### config.mk
export PLATFORM = sky130hd
export DESIGN_NAME = arm_fetch_unit_flat
export DESIGN_NICKNAME = d
export VERILOG_FILES = /design/src/rtl/arm_fetch_unit_if.sv /design/src/rtl/arm_fetch_unit.sv /design/src/flat_wrapper.sv
export SDC_FILE = /design/constraint.sdc
export NUM_CORES = 1
export LEC_CHECK = 0
export ABC_CLOCK_PERIOD_IN_PS = 9400
export BUFFER_PORTS_ARGS = -buffer_cell sky130_fd_sc_hd__buf_2
export CORE_MARGIN = 4
export CORE_UTILIZATION = 35
export CTS_CLUSTER_DIAMETER = 200
export DETAILED_ROUTE_END_ITERATION = 8
export MAX_ROUTING_LAYER = met4
export SYNTH_ARGS = -nofsm -noshare
export SYNTH_HDL_FRONTEND = slang
export SYNTH_SLANG_ARGS = --single-unit
### constraint.sdc
create_clock -name clk -period 9.4 [get_ports clk]
set_input_delay 0.47 -clock clk [delete_from_list [all_inputs] [get_ports clk]]
set_output_delay 0.47 -clock clk [all_outputs]
set_load 0.05 [all_outputs]
### src/rtl/arm_fetch_unit_if.sv
// Instruction-memory read bus between the fetch unit (master) and memory (slave).
// One word request is held with its address until the memory acknowledges it.
interface arm_fetch_unit_if;
    logic        mem_req;
    logic [31:0] mem_addr;
    logic        mem_ack;
    logic [31:0] mem_rdata;

    modport master (
        output mem_req,
        output mem_addr,
        input  mem_ack,
        input  mem_rdata
    );

    modport slave (
        input  mem_req,
        input  mem_addr,
        output mem_ack,
        output mem_rdata
    );
endinterface

### src/rtl/arm_fetch_unit.sv
// ARM-style instruction fetch unit: single-outstanding memory reads into a small
// registered prefetch queue, with flush redirect and drain of in-flight data.
module arm_fetch_unit #(
    parameter logic [31:0] RESET_VECTOR = 32'h0000_0000,
    parameter int          DEPTH        = 2
) (
    input  logic                    clk,
    input  logic                    reset,
    arm_fetch_unit_if.master        mem,
    input  logic                    flush,
    input  logic [31:0]             flush_addr,
    input  logic                    stall,
    output logic                    ir_valid,
    output logic [31:0]             ir,
    output logic [31:0]             ir_pc
);

    localparam int              CW         = $clog2(DEPTH + 1);
    localparam logic [CW-1:0]   DEPTH_C    = CW'(DEPTH);
    localparam logic [CW-1:0]   ONE_C      = CW'(1);
    localparam logic [31:0]     RV_ALIGNED = {RESET_VECTOR[31:2], 2'b00};

    typedef enum logic [1:0] {
        FETCH,
        WAIT,
        DRAIN
    } state_t;

    state_t        state;
    logic [31:0]   fetch_pc;
    logic [31:0]   req_addr;
    logic [CW-1:0] count;
    logic [31:0]   q_ir [DEPTH];
    logic [31:0]   q_pc [DEPTH];

    logic          issue;
    logic          push;
    logic          pop;
    logic [CW-1:0] push_idx;
    logic          unused_flush_bits;

    assign unused_flush_bits = ^flush_addr[1:0];

    // Outstanding requests count against queue space, so a push never finds it full.
    always_comb begin
        issue    = reset && !flush && (state == FETCH) && (count < DEPTH_C);
        push     = (state == WAIT) && mem.mem_ack;
        pop      = ir_valid && !stall;
        push_idx = pop ? (count - ONE_C) : count;
    end

    always_comb begin
        ir_valid = reset && (count != '0) && !flush;
        ir       = reset ? q_ir[0] : 32'h0;
        ir_pc    = reset ? q_pc[0] : 32'h0;
    end

    // The in-flight address lives in req_addr so a flush cannot disturb the bus.
    always_comb begin
        mem.mem_req  = 1'b0;
        mem.mem_addr = RV_ALIGNED;
        if (reset) begin
            case (state)
                FETCH: begin
                    mem.mem_req  = issue;
                    mem.mem_addr = fetch_pc;
                end
                WAIT, DRAIN: begin
                    mem.mem_req  = 1'b1;
                    mem.mem_addr = req_addr;
                end
                default: begin
                    mem.mem_req  = 1'b0;
                    mem.mem_addr = RV_ALIGNED;
                end
            endcase
        end
    end

    always_ff @(posedge clk) begin
        if (!reset) begin
            state    <= FETCH;
            fetch_pc <= RV_ALIGNED;
            req_addr <= RV_ALIGNED;
            count    <= '0;
            for (int i = 0; i < DEPTH; i++) begin
                q_ir[i] <= 32'h0;
                q_pc[i] <= 32'h0;
            end
        end else if (flush) begin
            // Redirect wins over everything; data still in flight must be drained.
            count    <= '0;
            fetch_pc <= {flush_addr[31:2], 2'b00};
            if ((state != FETCH) && !mem.mem_ack) begin
                state <= DRAIN;
            end else begin
                state <= FETCH;
            end
        end else begin
            if (pop) begin
                for (int i = 0; i < DEPTH - 1; i++) begin
                    q_ir[i] <= q_ir[i+1];
                    q_pc[i] <= q_pc[i+1];
                end
            end
            if (push) begin
                for (int i = 0; i < DEPTH; i++) begin
                    if (CW'(i) == push_idx) begin
                        q_ir[i] <= mem.mem_rdata;
                        q_pc[i] <= fetch_pc;
                    end
                end
            end
            case ({push, pop})
                2'b10:   count <= count + ONE_C;
                2'b01:   count <= count - ONE_C;
                default: count <= count;
            endcase
            case (state)
                FETCH: begin
                    if (issue) begin
                        state    <= WAIT;
                        req_addr <= fetch_pc;
                    end
                end
                WAIT: begin
                    if (mem.mem_ack) begin
                        state    <= FETCH;
                        fetch_pc <= fetch_pc + 32'd4;
                    end
                end
                DRAIN: begin
                    if (mem.mem_ack) begin
                        state <= FETCH;
                    end
                end
                default: state <= FETCH;
            endcase
        end
    end

endmodule
### src/flat_wrapper.sv
// flat-port wrapper written by rule: the top's interface ports become plain ports
module arm_fetch_unit_flat 
#(
    parameter logic [31:0] RESET_VECTOR = 32'h0000_0000,
    parameter int          DEPTH        = 2
)
  (clk, reset, flush, flush_addr, stall, ir_valid, ir, ir_pc, mem_mem_req, mem_mem_addr, mem_mem_ack, mem_mem_rdata);
  arm_fetch_unit_if mem_i ();
  input  logic clk;
  input  logic reset;
  input  logic flush;
  input  logic [31:0] flush_addr;
  input  logic stall;
  output logic ir_valid;
  output logic [31:0] ir;
  output logic [31:0] ir_pc;
  output wire logic [$bits(mem_i.mem_req)-1:0] mem_mem_req;
  output wire logic [$bits(mem_i.mem_addr)-1:0] mem_mem_addr;
  input wire logic [$bits(mem_i.mem_ack)-1:0] mem_mem_ack;
  input wire logic [$bits(mem_i.mem_rdata)-1:0] mem_mem_rdata;
  assign mem_mem_req = mem_i.mem_req;
  assign mem_mem_addr = mem_i.mem_addr;
  assign mem_i.mem_ack = mem_mem_ack;
  assign mem_i.mem_rdata = mem_mem_rdata;
  arm_fetch_unit #(.RESET_VECTOR(RESET_VECTOR), .DEPTH(DEPTH)) u_core (.clk(clk), .reset(reset), .mem(mem_i), .flush(flush), .flush_addr(flush_addr), .stall(stall), .ir_valid(ir_valid), .ir(ir), .ir_pc(ir_pc));
endmodule
==> summary.txt, run 1 <==
Outcome
  • Status: complete, no violations

Setup path
  • Crit path capture type: register
  • Required @ worst endpoint: 9.44 ns
  • WP data arrival: 3.16 ns
  • Startpoint types: register
  • Crit Path Max Fanout: 63
  • Critical path type: register to register
  • Path depth of the worst reg2reg path: 9

Global routing
  • Pin count of the biggest net entering global routing: 84
  • Antenna violations before repair: 0
  • Global-route wire length before repair: 35600 um
  • Vias in the first global route: 6532
  • Overall Global Routing Usage: 16.1%
  • Grt ovf: 0

Clocking
  • Maximum clock path buffer count: 2
  • H-tree Lvls: 4
  • Clock latency on the worst-skew pair: 0.42 ns
  • Post-CTS Hold Buffers: 0
  • Postcts setup bufs: 0
  • Clock sink count: 188
  • Number of CTS-inserted buffers: 17
  • Clock root cell: clkbuf_16
  • Worst-path clk slew: 0.07 ns
  • Post-cts sizing count: 0
  • CTS tree: built

Logic synthesis
  • Main synth FF type: edfxtp_1
  • Synth cell count leaders: nand2_1, and2_1, edfxtp_1
  • Post-synth EDFFs: 124
  • Yosys warns: 0
  • Sequential share of the synthesized area: 56.0%
  • Post-synthesis cell area: 8940 um2
  • Most common cell in the netlist: nand2_1
  • Mean Syn Cell Area: 9.58 um2
  • Flops & latches, synth: 188
  • Synth top area share: 41.6%
  • Synth cell types: 43
  • Cell taking the most area after synthesis: edfxtp_1
  • Post-synth ARST share: 0%
  • Cells after Synth: 934
  • Synth top area cells: edfxtp_1, dfxtp_1, and2_1

Drt
  • DRC Markers: 0
  • Routed WL: 22400 um
  • Violation count after the first detailed-routing iteration: 436
  • DR WL/cell: 16.1 um
  • Vias: 6792
  • Drt first pass iters: 5
  • Post-route ant nets: 0
  • Via-to-Cell Ratio: 4.89

Min path
  • Hold WC Path Type: primary input to register
  • Hold path cells: 2

Timing
  • Final Hold Fails: 0
  • Final setup viols: 0
  • Unrepaired setup endpoints after global routing: false
  • Slew @ Worst Pin: 1.16 ns
  • WHS: 0.286 ns
  • Max-slew violations: 0
  • Max Clk Rate: 320 MHz
  • Min Clock Period, post-route: 3.12 ns
  • Final period util: 33.2%
  • Setup TNS: 0 ns
  • Worst rel slew slack: 22.7%
  • Setup Skew: 0.0107 ns

Pwr
  • Switching power: 510 uW
  • Comb power frac: 11.3%
  • Net Sw Frac: 27.3%
  • Clock Power Share: 37.9%
  • Seq pwr share: 50.8%
  • Pwr per Cell Area: 178 nW/um2
  • Maximum VDD drop: 0.113 mV
  • Pleak: 0.00426 uW
  • Internal: 1360 uW

Cells and area
  • Register area: 5000 um2
  • ANT cells: 0
  • Layout fillers: 2505
  • Final nets: 1120
  • Multi-input gate area: 3580 um2
  • Area Growth Syn to Fin: 17.2%
  • Share of cells above drive strength 1: 20.3%

Die
  • Die footprint: 28200 um2
  • Io pins: 167
  • Die Span X: 168 um
  • Core Footprint: 25200 um2
  • Initial Util: 35.5%
  • Rows: 58
  • Die height: 168 um

Place
  • Port Buffers: 160
  • Gp weighted congestion: 0.790
  • DPL Wire Length: 14200 um

Job
  • MaxCap Viol Count: 0
==> state kept, by name, indices dropped and copies added, names as in the netlist <==
name	cells
u_core.fetch_pc	30
u_core.req_addr	30
u_core.state	2
u_core.q_pc	60
u_core.count	2
u_core.q_ir	64
==> logic make-up after synthesis <==
group | synth area share [%]
buf+inv | 4.56
xor+xnor | 3.04
simple gates | 25.2
fa+ha+maj | 0.839
flops | 56.0
compound gates | 10.2
mux | 0.112
other cells | 0.0419
==> routing by layer <==
layer  up-vias  GRT usage (%)  share of wire [%]
li1       3377              -                  -
met1      3210           22.8                 49
met2       193           24.1                 44
met3        12           2.89                6.0
met4         0           3.92               0.83
met5         -              -                  0
==> cell usage in the layout, fill, tap and decap left out, types with 4 or more instances in the layout <==
master       n
nand2_1    203
buf_2      159
and2_1     131
edfxtp_1   124
dfxtp_1     64
o21ai_0     59
a21oi_1     57
nor2_1      46
nand3_1     36
a22oi_1     30
xor2_1      23
clkbuf_16   19
nand4_1     13
buf_4       12
inv_1        8
xnor2_1      8
ha_1         6
nand2b_1     4
and3_1       4
nor3_1       4
o211a_1      4
conb_1       4
==> power by group through the flow <==
| stage | logic (uW) | clock network (uW) | registers (uW) |
|---|---|---|---|
| after global placement | 212 | 0 | 964 |
| after CTS | 214 | 724 | 947 |
| after detailed placement | 213 | 0 | 966 |
| after floorplan | 163 | 0 | 953 |
| after global routing | 229 | 754 | 953 |
| final | 211 | 708 | 948 |
==> final cells by class <==
class | count | share of cell area (%)
repair buffers | 171 | 8.45
multi-input cells | 659 | 34.1
inverters | 8 | 0.286
flip-flops and latches | 188 | 47.7
clock inverters | 11 | 0.799
clock buffers | 21 | 4.70
well taps | 330 | 3.94
==> metrics by stage <==
stage / worst slack (ns) / utilization [%] / total power [uW] / instance area (um2) / instances
after global routing: 6.04 / 41.6 / 1940 / 10500 / 1388
after detailed placement: 6.15 / 39.4 / 1180 / 9910 / 1356
after CTS: 6.21 / 41.6 / 1890 / 10500 / 1388
after floorplan: 3.40 / - / 1120 / 8960 / 937
after global placement: 6.21 / 39.4 / 1180 / 9910 / 1356
final: 6.28 / 41.6 / 1870 / 10500 / 1388
==> worst max-delay path: stages (launching register included) <==
cell      delay, ns
dfxtp_1        0.33
inv_1          0.08
ha_1           0.17
and2_1         0.38
inv_2          0.21
nor2_1         0.26
o21ai_4        0.08
buf_4          0.34
nand3b_1       0.18
buf_4          0.69
==> worst paths after layout <==
| check | from | slack [ns] | to |
|---|---|---|---|
| worst min-delay path | flush_addr[4] | 0.29 | u_core.fetch_pc[4]$_SDFFE_PN0P_ |
| worst min register to register | u_core.req_addr[31]$_SDFFE_PN0P_ | 0.46 | u_core.req_addr[31]$_SDFFE_PN0P_ |
| worst max-delay path | u_core.state[1]$_SDFFE_PN0P_ | 6.28 | u_core.q_ir[0][1]$_SDFFCE_PN0P_ |
| worst max register to register | u_core.state[1]$_SDFFE_PN0P_ | 6.28 | u_core.q_ir[0][1]$_SDFFCE_PN0P_ |
No activity file was read; power rests on OpenSTA's default activity.
==> run 2, diff against run 1 <==
--- a/config.mk
+++ b/config.mk
@@ -5,7 +5,7 @@
 export SDC_FILE = /design/constraint.sdc
 export NUM_CORES = 1
 export LEC_CHECK = 0
-export ABC_CLOCK_PERIOD_IN_PS = 9400
+export ABC_CLOCK_PERIOD_IN_PS = 3100
 export BUFFER_PORTS_ARGS = -buffer_cell sky130_fd_sc_hd__buf_2
 export CORE_MARGIN = 4
 export CORE_UTILIZATION = 35
==> constraint.sdc (replaced) <==
create_clock -name clk -period 3.1 [get_ports clk]
set_input_delay 0.155 -clock clk [delete_from_list [all_inputs] [get_ports clk]]
set_output_delay 0.155 -clock clk [all_outputs]
set_load 0.05 [all_outputs]
==> run 2 against run 1 <==
  * Combinational power grew to 3.2 times the previous value
  * Worst setup slack lost 5.7 ns
  * Hold slack worse by 0.27 ns
  * Die area is the same
  * Largest power group unchanged
  * Final cell count rose by 1.4%
  * First-iteration DRC count grew 31%
  * Utilization up 1.4 points
  * Sequential cell count did not move
  * Count of clock-buffer cells in the layout down 2
  * Register-to-register slack worse by 5.6 ns
  * Clock power rose to 3.3 times the previous value
  * Sequential share of layout area down 1.5 points
  * Critical endpoint is now mem_mem_addr[28]
==> summary.txt, run 2 (synthesis results as in run 1) <==
Outcome
  • Status: complete, no violations

Clocking
  • Worst-path clk slew: 0.07 ns
  • Post-cts sizing count: 0
  • H-tree Lvls: 4
  • CTS tree: built
  • Postcts setup bufs: 0
  • Clock latency on the worst-skew pair: 0.42 ns
  • Maximum clock path buffer count: 2
  • Clock sink count: 188
  • Clock root cell: clkbuf_16
  • Number of CTS-inserted buffers: 17

Timing
  • Max-slew violations: 0
  • Slew @ Worst Pin: 1.06 ns
  • Min Clock Period, post-route: 2.48 ns
  • Final period util: 80.1%
  • Max Clk Rate: 403 MHz
  • Unrepaired setup endpoints after global routing: false
  • WHS: 0.0134 ns
  • Setup Skew: 0.0102 ns
  • Final setup viols: 0
  • Setup TNS: 0 ns
  • Final Hold Fails: 0
  • Worst rel slew slack: 29.1%

Setup path
  • Required @ worst endpoint: 2.94 ns
  • Startpoint types: register
  • RR Startpoint: u_core.count[1]$_SDFFE_PP0P_
  • Worst reg-to-reg setup slack: 0.66 ns
  • Crit path cell chain: inv_1 -> ha_1 -> buf_4 -> a22oi_1 -> nor2_1 -> buf_2
  • Worst reg2reg endpoint: u_core.q_ir[0][31]$_SDFFCE_PN0P_
  • Crit Path Max Fanout: 20
  • CP max stage cell: ha_1
  • Crit path capture type: primary output
  • WP data arrival: 2.33 ns
  • Path depth of the worst reg2reg path: 8
  • Max stage delay on crit path: 0.50 ns
  • Critical path type: register to primary output

Global routing
  • Antenna violations before repair: 0
  • Vias in the first global route: 6597
  • Global Route met1 Usage: 23.8%
  • M2 GR Usage: 24.6%
  • Met3 Use GR: 3.08%
  • Overall Global Routing Usage: 16.5%
  • Most Crowded Layer GR: met2
  • Grt ovf: 0
  • Pin count of the biggest net entering global routing: 65
  • Global-route wire length before repair: 36500 um

Die
  • Die Span X: 168 um
  • Die height: 168 um
  • Initial Util: 35.5%
  • Rows: 58
  • Die footprint: 28200 um2
  • Io pins: 167
  • Core Footprint: 25200 um2

Drt
  • Post-route ant nets: 0
  • DRC Markers: 0
  • Routed WL: 22900 um
  • DR WL/cell: 16.3 um
  • Via-to-Cell Ratio: 4.87
  • Violation count after the first detailed-routing iteration: 572
  • Vias: 6858
  • Drt first pass iters: 5

Pwr
  • Pwr per Cell Area: 545 nW/um2
  • Maximum VDD drop: 0.337 mV
  • Pleak: 0.00440 uW

Cells and area
  • Design area: 10800 um2
  • Share of cells above drive strength 1: 21.6%
  • Area Growth Syn to Fin: 21.1%
  • Largest reg by FF count: u_core.q_ir
  • Flip-flop count of the largest register after layout: 64
  • Fin util: 43.0%
  • Commonest cells after routing, fill and taps aside: nand2_1, buf_2, and2_1, edfxtp_1, dfxtp_1
  • Final nets: 1140
  • Layout fillers: 2510
  • Most common cell after layout, fill and taps aside: nand2_1
  • ANT cells: 0
  • Top Registers: u_core.q_ir x64, u_core.q_pc x60

Place
  • Gp weighted congestion: 0.790
  • DPL Wire Length: 15300 um
  • DP Area: 10100 um2
  • Port Buffers: 160

Min path
  • Worst Hold End: u_core.fetch_pc[25]$_SDFFE_PN0P_
  • Hold WC Path Type: primary input to register
  • Hold path start: flush_addr[25]
  • Hold path cells: 3

Job
  • MaxCap Viol Count: 0
[run 2: routing by layer]
layer / wire, um / vias to the layer above
met4: 218 / 0
met5: 0 / -
met1: 11400 / 3211
met2: 10100 / 209
li1: - / 3418
met3: 1180 / 20
[run 2: per-stage QoR]
stage	setup WS, ns	total power (uW)	cells
2_1_floorplan	-0.316	3390	937
3_3_place_gp	0.681	3590	1361
3_5_place_dp	0.600	3600	1361
4_1_cts	0.626	5970	1408
5_1_grt	0.479	6130	1408
6_report	0.617	5900	1408
[run 2: how the worst max path moves through the flow]
stage / start / end / slack (ns) / depth (start not counted)
2_1_floorplan: u_core.count[0]$_SDFFE_PP0P_ / u_core.q_ir[0][0]$_SDFFCE_PN0P_ / -0.32 / 7
3_5_place_dp: flush / u_core.q_ir[0][37]$_SDFFCE_PN0P_ / 0.60 / 6
3_3_place_gp: flush / u_core.q_ir[0][37]$_SDFFCE_PN0P_ / 0.68 / 6
6_report: u_core.state[0]$_SDFFE_PN0P_ / mem_mem_addr[28] / 0.62 / 6
5_1_grt: u_core.state[0]$_SDFFE_PN0P_ / mem_mem_addr[29] / 0.48 / 6
4_1_cts: u_core.state[0]$_SDFFE_PN0P_ / mem_mem_addr[28] / 0.63 / 6
[run 2: critical path, delay by kind of cell, from the launching register on]
kind            cells  cell delay (ns)
buf+inv             3             0.73
fa+ha+maj           1             0.50
flops               1             0.36
compound gates      1             0.15
simple gates        1             0.15
[run 2: where the power goes]
group | switching [uW] | internal [uW]
Sequential | 90.0 | 2780
Combinational | 480 | 195
Clock | 970 | 1380
Total | 1540 | 4360
[run 2: area by class of cell]
| type | instances | area, um2 | area share (%) |
|---|---|---|---|
| repair buffers | 191 | 1120 | 10.4 |
| multi-input cells | 659 | 3620 | 33.4 |
| clock buffers | 19 | 443 | 4.09 |
| clock inverters | 13 | 188 | 1.73 |
| inverters | 8 | 37.5 | 0.347 |
| flip-flops and latches | 188 | 5010 | 46.2 |
| well taps | 330 | 413 | 3.81 |
[run 2: what timing repair did]
action / in CTS / in global routing
hold buffers: 15 / 0
endpoints found under the setup margin: 0 / 0
hold endpoints to repair: 15 / 0
==> run 3, diff against run 2 <==
--- a/config.mk
+++ b/config.mk
@@ -5,7 +5,7 @@
 export SDC_FILE = /design/constraint.sdc
 export NUM_CORES = 1
 export LEC_CHECK = 0
-export ABC_CLOCK_PERIOD_IN_PS = 3100
+export ABC_CLOCK_PERIOD_IN_PS = 2310
 export BUFFER_PORTS_ARGS = -buffer_cell sky130_fd_sc_hd__buf_2
 export CORE_MARGIN = 4
 export CORE_UTILIZATION = 35
==> constraint.sdc (replaced) <==
create_clock -name clk -period 2.31 [get_ports clk]
set_input_delay 0.1155 -clock clk [delete_from_list [all_inputs] [get_ports clk]]
set_output_delay 0.1155 -clock clk [all_outputs]
set_load 0.05 [all_outputs]
==> run 3 against run 2 <==
  * Total power is 35% higher
  * Sequential cell count did not move
  * Critical path depth unchanged
  * Utilization is 2.0 points higher
  * Global-route usage grew 0.45 points
  * Register-to-register slack worse by 0.38 ns
  * Count of clock-buffer cells in the layout shrank 1
  * Critical path type unchanged
  * Die area did not move
  * Non-clock buffer count is 52 higher
  * Largest power group unchanged
  * Final cell count increased by 3.6%
==> summary.txt, run 3 (synthesis results as in run 1) <==
Outcome
  • Status: complete, no violations

Global routing
  • Grt ovf: 0
  • Pin count of the biggest net entering global routing: 83
  • Vias in the first global route: 6929
  • Overall Global Routing Usage: 17.0%
  • Global-route wire length before repair: 37500 um
  • Antenna violations before repair: 0

Drt
  • Metal3 WL: 1400 um
  • Post-route ant nets: 0
  • Drt first pass iters: 5
  • Violation count after the first detailed-routing iteration: 609
  • WL met2: 10500 um
  • Vias: 7133
  • Metal-1 WL: 11200 um
  • Routed WL: 23400 um
  • Via-to-Cell Ratio: 4.89
  • Max Used Layer: met4
  • DRC Markers: 0
  • DR WL/cell: 16.0 um

Pwr
  • Pwr per Cell Area: 702 nW/um2
  • Final Power: 7970 uW
  • Pleak: 0.00462 uW
  • Seq pwr share: 48.2%
  • Internal: 5880 uW
  • Switching power: 2090 uW
  • Net Sw Frac: 26.2%
  • Comb power frac: 12.6%
  • Maximum VDD drop: 0.424 mV
  • Clock Power Share: 39.2%

Cells and area
  • Largest reg by FF count: u_core.q_ir
  • Most common cell after layout, fill and taps aside: nand2_1
  • ANT cells: 0
  • Design area: 11300 um2
  • Share of cells above drive strength 1: 21.6%
  • Flip-flop count of the largest register after layout: 64
  • Top Registers: u_core.q_ir x64, u_core.q_pc x60
  • Layout fillers: 2424
  • Commonest cells after routing, fill and taps aside: nand2_1, buf_2, and2_1, edfxtp_1, dfxtp_1
  • Final nets: 1192
  • Area Growth Syn to Fin: 26.8%

Timing
  • Final Hold Fails: 0
  • Final period util: 93.7%
  • Max Clk Rate: 462 MHz
  • Slew @ Worst Pin: 0.786 ns
  • Min Clock Period, post-route: 2.16 ns
  • Worst rel slew slack: 47.6%
  • Unrepaired setup endpoints after global routing: false
  • Max-slew violations: 0
  • Final setup viols: 0
  • Setup Skew: 0.00982 ns

Die
  • Die footprint: 28200 um2
  • Die Span X: 168 um
  • Die height: 168 um
  • Io pins: 167
  • Initial Util: 35.5%
  • Rows: 58
  • Core Footprint: 25200 um2

Clocking
  • Number of CTS-inserted buffers: 17
  • H-tree Lvls: 4
  • Postcts setup bufs: 0
  • Clock sink count: 188
  • Maximum clock path buffer count: 2
  • CTS tree: built
  • Clock root cell: clkbuf_16
  • Worst-path clk slew: 0.07 ns
  • Clock latency on the worst-skew pair: 0.43 ns

Setup path
  • Crit Path Max Fanout: 32
  • Required @ worst endpoint: 2.19 ns
  • Startpoint types: register
  • CP max stage cell: dfxtp_1
  • Critical path type: register to primary output
  • Crit path capture type: primary output
  • Crit path cell chain: inv_1 -> ha_1 -> buf_6 -> a22oi_1 -> nor2_1 -> clkbuf_4
  • Max stage delay on crit path: 0.41 ns
  • WP data arrival: 2.05 ns

Place
  • Port Buffers: 160
  • DPL Wire Length: 14900 um
  • DP Area: 10200 um2
  • Gp weighted congestion: 0.780

Min path
  • Hold WC Path Type: primary input to register

Job
  • MaxCap Viol Count: 0
run 3: layer usage:
metal | GRT usage, % | vias to the layer above
li1 | - | 3526
met1 | 24.1 | 3347
met2 | 25.6 | 233
met3 | 2.65 | 27
met4 | 4.34 | 0
met5 | - | -
run 3: area by class of cell:
class / count / area (um2) / share of cell area (%)
tap: 330 / 413 / 3.64
timing repair buffer: 243 / 1640 / 14.5
inverter: 8 / 37.5 / 0.331
sequential: 188 / 5010 / 44.2
multi-input combinational: 659 / 3620 / 31.9
clock inverter: 13 / 190 / 1.68
clock buffer: 18 / 429 / 3.78
run 3: timing repair:
item / 4_1_cts / 5_1_grt
hold buffers: 54 / 0
endpoints found under the setup margin: 0 / 8
gates resized for setup: 0 / 2
endpoints found under the hold margin: 66 / 0
run 3: per-stage QoR:
step / utilization (%) / setup slack (ns) / hold slack, ns / instances / TNS [ns]
CTS: 45.0 / 0.0500 / 0.000211 / 1459 / 0
global route: 45.0 / 0.0210 / 0.00260 / 1459 / 0
finish: 45.0 / 0.146 / 0.0169 / 1459 / 0
floorplan: - / -1.11 / 0.253 / 937 / -77.23
detailed placement: 40.4 / 0.312 / 0.373 / 1374 / 0
global placement: 40.4 / 0.350 / 0.370 / 1374 / 0
run 3: power groups by stage:
stage	Sequential, uW	Clock (uW)	Combinational (uW)
final	3840	3120	1000
after global routing	3860	3330	1090
after CTS	3840	3200	1010
after detailed placement	3910	0	934
after global placement	3910	0	928
after floorplan	3870	0	675
run 3: final timing paths:
kind                                          from                          endpoint  slack [ns]  cells after the start
setup / recovery      u_core.state[0]$_SDFFE_PN0P_                  mem_mem_addr[16]        0.15                      6
hold reg to reg   u_core.req_addr[26]$_SDFFE_PN0P_  u_core.req_addr[26]$_SDFFE_PN0P_        0.46                      2
setup reg to reg      u_core.count[1]$_SDFFE_PP0P_   u_core.q_ir[0][0]$_SDFFCE_PN0P_        0.28                      7
hold / removal                   mem_mem_rdata[19]  u_core.q_ir[0][51]$_SDFFCE_PN0P_        0.02                      2
run 3: worst max-delay path: cells and delay by family, from the launching register on:
family                   cells  cell delay, ns
AND/OR/NAND/NOR              1            0.19
flip-flops                   1            0.41
AO/OA/AOI/OAI                1            0.11
buffers and inverters        3            0.61
adder cells (fa/ha/maj)      1            0.29
